## src/rtl/rr_mux_nx1_pkg.sv

```systemverilog
// Shared constants, output-register state type and width helper for rr_mux_nx1.
package rr_mux_nx1_pkg;

  localparam int unsigned MODE_RR    = 0;
  localparam int unsigned MODE_FIXED = 1;

  typedef enum logic {
    ST_EMPTY = 1'b0,
    ST_FULL  = 1'b1
  } out_state_e;

  // Width needed to index n items, never less than one bit.
  function automatic int unsigned clog2(input int unsigned n);
    int unsigned w;
    w = 1;
    for (int unsigned i = 1; i < 32; i++) begin
      if ((32'd1 << i) < n) w = i + 1;
    end
    return w;
  endfunction

endpackage

```

## src/rtl/rr_mux_nx1_arbiter.sv

```systemverilog
// Request arbiter: round-robin from a rotating pointer, or fixed lowest-index priority.
module rr_arbiter
  import rr_mux_nx1_pkg::*;
#(
  parameter int unsigned NUM_CH = 4,
  parameter int unsigned MODE   = MODE_RR,
  localparam int unsigned SELW  = clog2(NUM_CH)
) (
  input  logic              i_clk,
  input  logic              i_rst_n,
  input  logic [NUM_CH-1:0] i_req,
  input  logic              i_advance,
  output logic [NUM_CH-1:0] o_grant,
  output logic [SELW-1:0]   o_idx,
  output logic              o_any
);

  logic [SELW-1:0] r_ptr;
  logic [SELW:0]   w_sum;
  logic [SELW-1:0] w_cand;
  logic            w_found;

  // Scan channels starting at the pointer, wrapping at NUM_CH; first requester wins.
  // The pointer sits at 0 in fixed mode, so the same scan yields lowest-index priority.
  always_comb begin
    o_grant = '0;
    o_idx   = '0;
    w_found = 1'b0;
    w_sum   = '0;
    w_cand  = '0;
    for (int unsigned i = 0; i < NUM_CH; i++) begin
      w_sum = {1'b0, r_ptr} + (SELW+1)'(i);
      if (w_sum >= (SELW+1)'(NUM_CH)) w_sum = w_sum - (SELW+1)'(NUM_CH);
      w_cand = w_sum[SELW-1:0];
      if (!w_found && i_req[w_cand]) begin
        w_found          = 1'b1;
        o_grant[w_cand]  = 1'b1;
        o_idx            = w_cand;
      end
    end
    o_any = w_found;
  end

  // Pointer moves past the winner only when a transfer really happens.
  always_ff @(posedge i_clk or negedge i_rst_n) begin
    if (!i_rst_n) begin
      r_ptr <= '0;
    end else if (MODE == MODE_RR && i_advance && w_found) begin
      r_ptr <= (o_idx == SELW'(NUM_CH - 1)) ? '0 : o_idx + 1'b1;
    end
  end

endmodule

```

## src/rtl/rr_mux_nx1.sv

```systemverilog
// N-to-1 data multiplexer with internal arbitration and a one-beat registered output.
module rr_mux_nx1
  import rr_mux_nx1_pkg::*;
#(
  parameter int unsigned DATAWIDTH = 16,
  parameter int unsigned NUM_CH    = 4,
  parameter int unsigned MODE      = MODE_RR,
  localparam int unsigned SELW     = clog2(NUM_CH)
) (
  input  logic                        Clk,
  input  logic                        Rst,
  input  logic [NUM_CH*DATAWIDTH-1:0] in_data,
  input  logic [NUM_CH-1:0]           in_valid,
  output logic [NUM_CH-1:0]           in_ready,
  output logic [DATAWIDTH-1:0]        out_data,
  output logic [SELW-1:0]             out_sel,
  output logic                        out_valid,
  input  logic                        out_ready
);

  out_state_e           r_state;
  logic [DATAWIDTH-1:0] r_data;
  logic [SELW-1:0]      r_sel;

  logic                 w_load;
  logic [NUM_CH-1:0]    w_grant;
  logic [SELW-1:0]      w_idx;
  logic                 w_any;
  logic [DATAWIDTH-1:0] w_sel_data;

  // Output slot can take a beat when empty or being drained; held off while in reset
  // so no producer sees a ready during reset.
  assign w_load = Rst && ((r_state == ST_EMPTY) || out_ready);

  rr_arbiter #(
    .NUM_CH (NUM_CH),
    .MODE   (MODE)
  ) u_arb (
    .i_clk     (Clk),
    .i_rst_n   (Rst),
    .i_req     (in_valid),
    .i_advance (w_load),
    .o_grant   (w_grant),
    .o_idx     (w_idx),
    .o_any     (w_any)
  );

  assign in_ready  = w_load ? (w_grant & in_valid) : '0;
  assign out_data  = r_data;
  assign out_sel   = r_sel;
  assign out_valid = (r_state == ST_FULL);

  // Select the granted channel's word.
  always_comb begin
    w_sel_data = '0;
    for (int unsigned k = 0; k < NUM_CH; k++) begin
      if (w_idx == SELW'(k)) w_sel_data = in_data[k*DATAWIDTH +: DATAWIDTH];
    end
  end

  // Output register: capture on transfer, drain to empty when consumed with nothing new.
  always_ff @(posedge Clk or negedge Rst) begin
    if (!Rst) begin
      r_state <= ST_EMPTY;
      r_data  <= '0;
      r_sel   <= '0;
    end else if (w_load) begin
      if (w_any) begin
        r_state <= ST_FULL;
        r_data  <= w_sel_data;
        r_sel   <= w_idx;
      end else begin
        r_state <= ST_EMPTY;
      end
    end
  end

endmodule

```

## config.mk

```make
export PLATFORM = sky130hd
export DESIGN_NAME = rr_mux_nx1
export DESIGN_NICKNAME = d
export VERILOG_FILES = /design/src/rtl/rr_mux_nx1_pkg.sv /design/src/rtl/rr_mux_nx1_arbiter.sv /design/src/rtl/rr_mux_nx1.sv
export SDC_FILE = /design/constraint.sdc
export NUM_CORES = 1
export LEC_CHECK = 0
export CORE_UTILIZATION = 42
export DETAILED_ROUTE_END_ITERATION = 7
export MAX_ROUTING_LAYER = met4
export PLACE_DENSITY = 0.87
export SLEW_MARGIN = 20
export SYNTH_ARGS = -nofsm -noshare
export SYNTH_HDL_FRONTEND = slang
export SYNTH_SLANG_ARGS = --single-unit
```

## constraint.sdc

```tcl
create_clock -name Clk -period 4.3 [get_ports Clk]
set_input_delay 0.86 -clock Clk [delete_from_list [all_inputs] [get_ports Clk]]
set_output_delay 0.86 -clock Clk [all_outputs]
set_load 0.02 [all_outputs]
```

==> results by group <==
Outcome
  – Status: finished with violations
  – Violated checks: DRC

Yosys
  – Syn Nets: 296
  – Share of the yosys chip area belonging to registers: 26.0%
  – Syn avg cell area: 9.50 sq um
  – Distinct cells, synth: 36
  – Post-Synthesis Cells: 213
  – Ys Warns: 0
  – Yosys reg bits: 21
  – Netlist Area Pre-Place: 2020 sq um

Cells and area
  – Layout Utilization: 67.4%
  – Most common cell after layout, fill and taps aside: clkdlybuf4s50_1
  – Filler instances: 358
  – Fin area: 3040 sq um
  – Antenna Cells: 0
  – Area growth from synthesis to layout: 50.2%
  – Total Nets Final: 385
  – Share of cells above drive strength 1: 11.3%
  – Most frequent cells in the layout: 93 x clkdlybuf4s50_1, 33 x nor2b_1, 24 x nand2_1

CTS
  – Postcts setup bufs: 0
  – H-tree depth: 1
  – Reg clk slew, reported paths: 80 ps
  – CTS tree: done
  – Cts hold-fix bufs: 0
  – Root Driver: clkbuf_8
  – Total CTS buffers: 3
  – Worst skew pair latency: 260 ps
  – Clock sinks: 21
  – CTS Buffer Depth: 2

STA
  – Crit share post-route: 97.2%
  – Fmax: 0.239 GHz
  – Final period demand of the worst path: 4180 ps
  – Final clock skew: 3.68 ps
  – Final Hold Viols: 0
  – Final Max Slew Viols: 0
  – Final setup fails: 0
  – Least-Margin Pin Slew: 592 ps
  – Slew headroom: 60.5%
  – Setup TNS: 0 ps
  – RSZ-0062 raised after global routing: no

Power
  – Worst IR Drop VDD: 0.000490 V
  – P_leak: 1.27 nW
  – Power Density: 829 nW/um^2
  – Tot Pwr: 2.52 mW

Critical path
  – Worst flop-to-flop path endpoint: out_data[15]$_DFFE_PN0P_
  – Crit start category: primary input
  – Crit path max fanout: 12
  – CP Cell Sequence: clkdlybuf4s50_1 > mux4_2 > nor2_1 > nand3_1 > a311oi_1 > clkdlybuf4s50_1
  – CP most frequent cell: clkdlybuf4s50_1
  – CP max stage delay: 640 ps
  – Crit path kind: in2out
  – CP top delay family: buffers and inverters
  – Worst EP arrival: 3320 ps
  – R2r startpoint: u_arb.r_ptr[1]$_DFFE_PN0P_
  – WP data required: 3440 ps
  – Worst setup startpoint: in_valid[3]
  – Crit. End Element: output port
  – CP max-delay cell: mux4_2
  – Buffers & Inverters on Critical Path: 2
  – R2R Setup Slk: 840 ps
  – R2R depth: 11

Placement
  – Port bufs: 93
  – Placed Area: 3000 sq um
  – DP HPWL: 4.33 mm
  – Gpl congestion: 0.906

Routing
  – Met2 WL: 3.04 mm
  – DR iter-0 viols: 184
  – WL met1: 2.33 mm
  – DRC violation count after routing: 3
  – Post-DRT Antenna Nets: 0
  – Met3 Routed Length: 303 um
  – Routed wire length per instance: 16.3 um
  – Drt pass-1 iters: 7
  – Final WL: 5.75 mm
  – Vias per cell: 5.84
  – Top routing layer used: met4
  – Routed via count: 2061

Worst hold path
  – Endpoint of the worst hold path: out_valid$_DFFE_PN0P_
  – Hold/Removal Path Class: reg2reg
  – Worst hold start: out_valid$_DFFE_PN0P_
  – Worst hold path depth: 1

Die
  – Core area: 4500 sq um
  – Die footprint: 5100 sq um
  – Die Y: 71.4 um
  – Site Rows: 24
  – Chip width: 71.4 um
  – Initial Util: 44.9%
  – I/O pin total: 94

Global route
  – Global route total overflow: 0
  – Vias in the first global route: 1880
  – Pin count of the biggest net entering global routing: 33
  – Global-route wire length before repair: 8.95 mm
  – Antenna violations before repair: 0
  – Tot GR Track Use: 22.9%

Job
  – Max-cap violation count: 0
-- flip-flops by register name, indices dropped and copies added, names as in the netlist --
name	flops
out_valid	1
out_data	16
u_arb.r_ptr	2
out_sel	2
-- synth_stat cells --
cell type	n	area (sq um)
nor2b_1	33	206
nand2_1	24	90.1
dfrtp_1	21	526
a221oi_1	17	149
o31ai_1	16	120
mux2_4	15	225
clkbuf_1	14	52.6
ha_1	12	150
a21oi_1	8	40.0
inv_1	6	22.5
nand3b_1	5	37.5
o21ai_0	5	25.0
a32o_1	3	30.0
mux4_2	3	67.6
o211a_1	3	30.0
a21o_1	2	15.0
a31oi_1	2	12.5
a41o_1	2	20.0
and2_1	2	12.5
and2b_1	2	15.0
buf_6	2	22.5
nand3_1	2	10.0
a22o_1	1	8.76
a311oi_1	1	8.76
and2_4	1	8.76
and3_1	1	6.26
buf_12	1	20.0
mux2_2	1	11.3
mux4_1	1	26.3
nand2b_1	1	6.26
nor2_1	1	3.75
o21a_1	1	7.51
o21bai_1	1	7.51
o221ai_1	1	8.76
or3b_2	1	8.76
or4_4	1	11.3
-- cells by family after synthesis --
kind of cell / Yosys count / synth area share [%]
compound gates: 63 / 23.9
buf+inv: 23 / 5.81
mux: 20 / 16.3
fa+ha+maj: 12 / 7.42
flops: 21 / 26.0
simple gates: 74 / 20.6
-- how the worst max path moves through the flow --
| stage | end | cells after the start |
|---|---|---|
| after floorplan | out_data[6]$_DFFE_PN0P_ | 14 |
| after global placement | in_ready[2] | 6 |
| after detailed placement | in_ready[2] | 6 |
| after CTS | in_ready[2] | 6 |
| after global routing | in_ready[2] | 6 |
| final | in_ready[2] | 6 |
-- metal layers --
metal  vias to the layer above  GRT usage (%)
met5                         -              -
met4                         0           4.89
li1                        970              -
met1                       994           28.3
met3                         8           4.50
met2                        89           38.8
-- cell type report --
class / instances / area, sq um / share of cell area, %
Multi-Input combinational cell: 169 / 1380 / 45.3
Timing Repair Buffer: 101 / 1000 / 33.0
Sequential cell: 21 / 526 / 17.3
Tap cell: 52 / 65.1 / 2.14
Clock buffer: 4 / 45.0 / 1.48
Inverter: 6 / 22.5 / 0.741
-- stage by stage --
stage | setup WS, ps | hold WS (ps) | cells
global placement | 153 | 484 | 349
global route | 6.71 | 519 | 353
finish | 121 | 507 | 353
CTS | 103 | 506 | 353
detailed placement | 102 | 490 | 349
floorplan | 565 | 564 | 213
-- repair_timing --
item                                   4_1_cts  5_1_grt
endpoints found under the hold margin        0        0
resized for setup                            0        1
setup endpoints to repair                    0        1
-- power by group --
group          total (mW)  switching, mW  internal, mW
Clock               0.132         0.0662        0.0660
Sequential          0.360         0.0582         0.301
Combinational        2.03           1.03         0.993
Total                2.52           1.16          1.36
(Power assumes the default switching activity.)
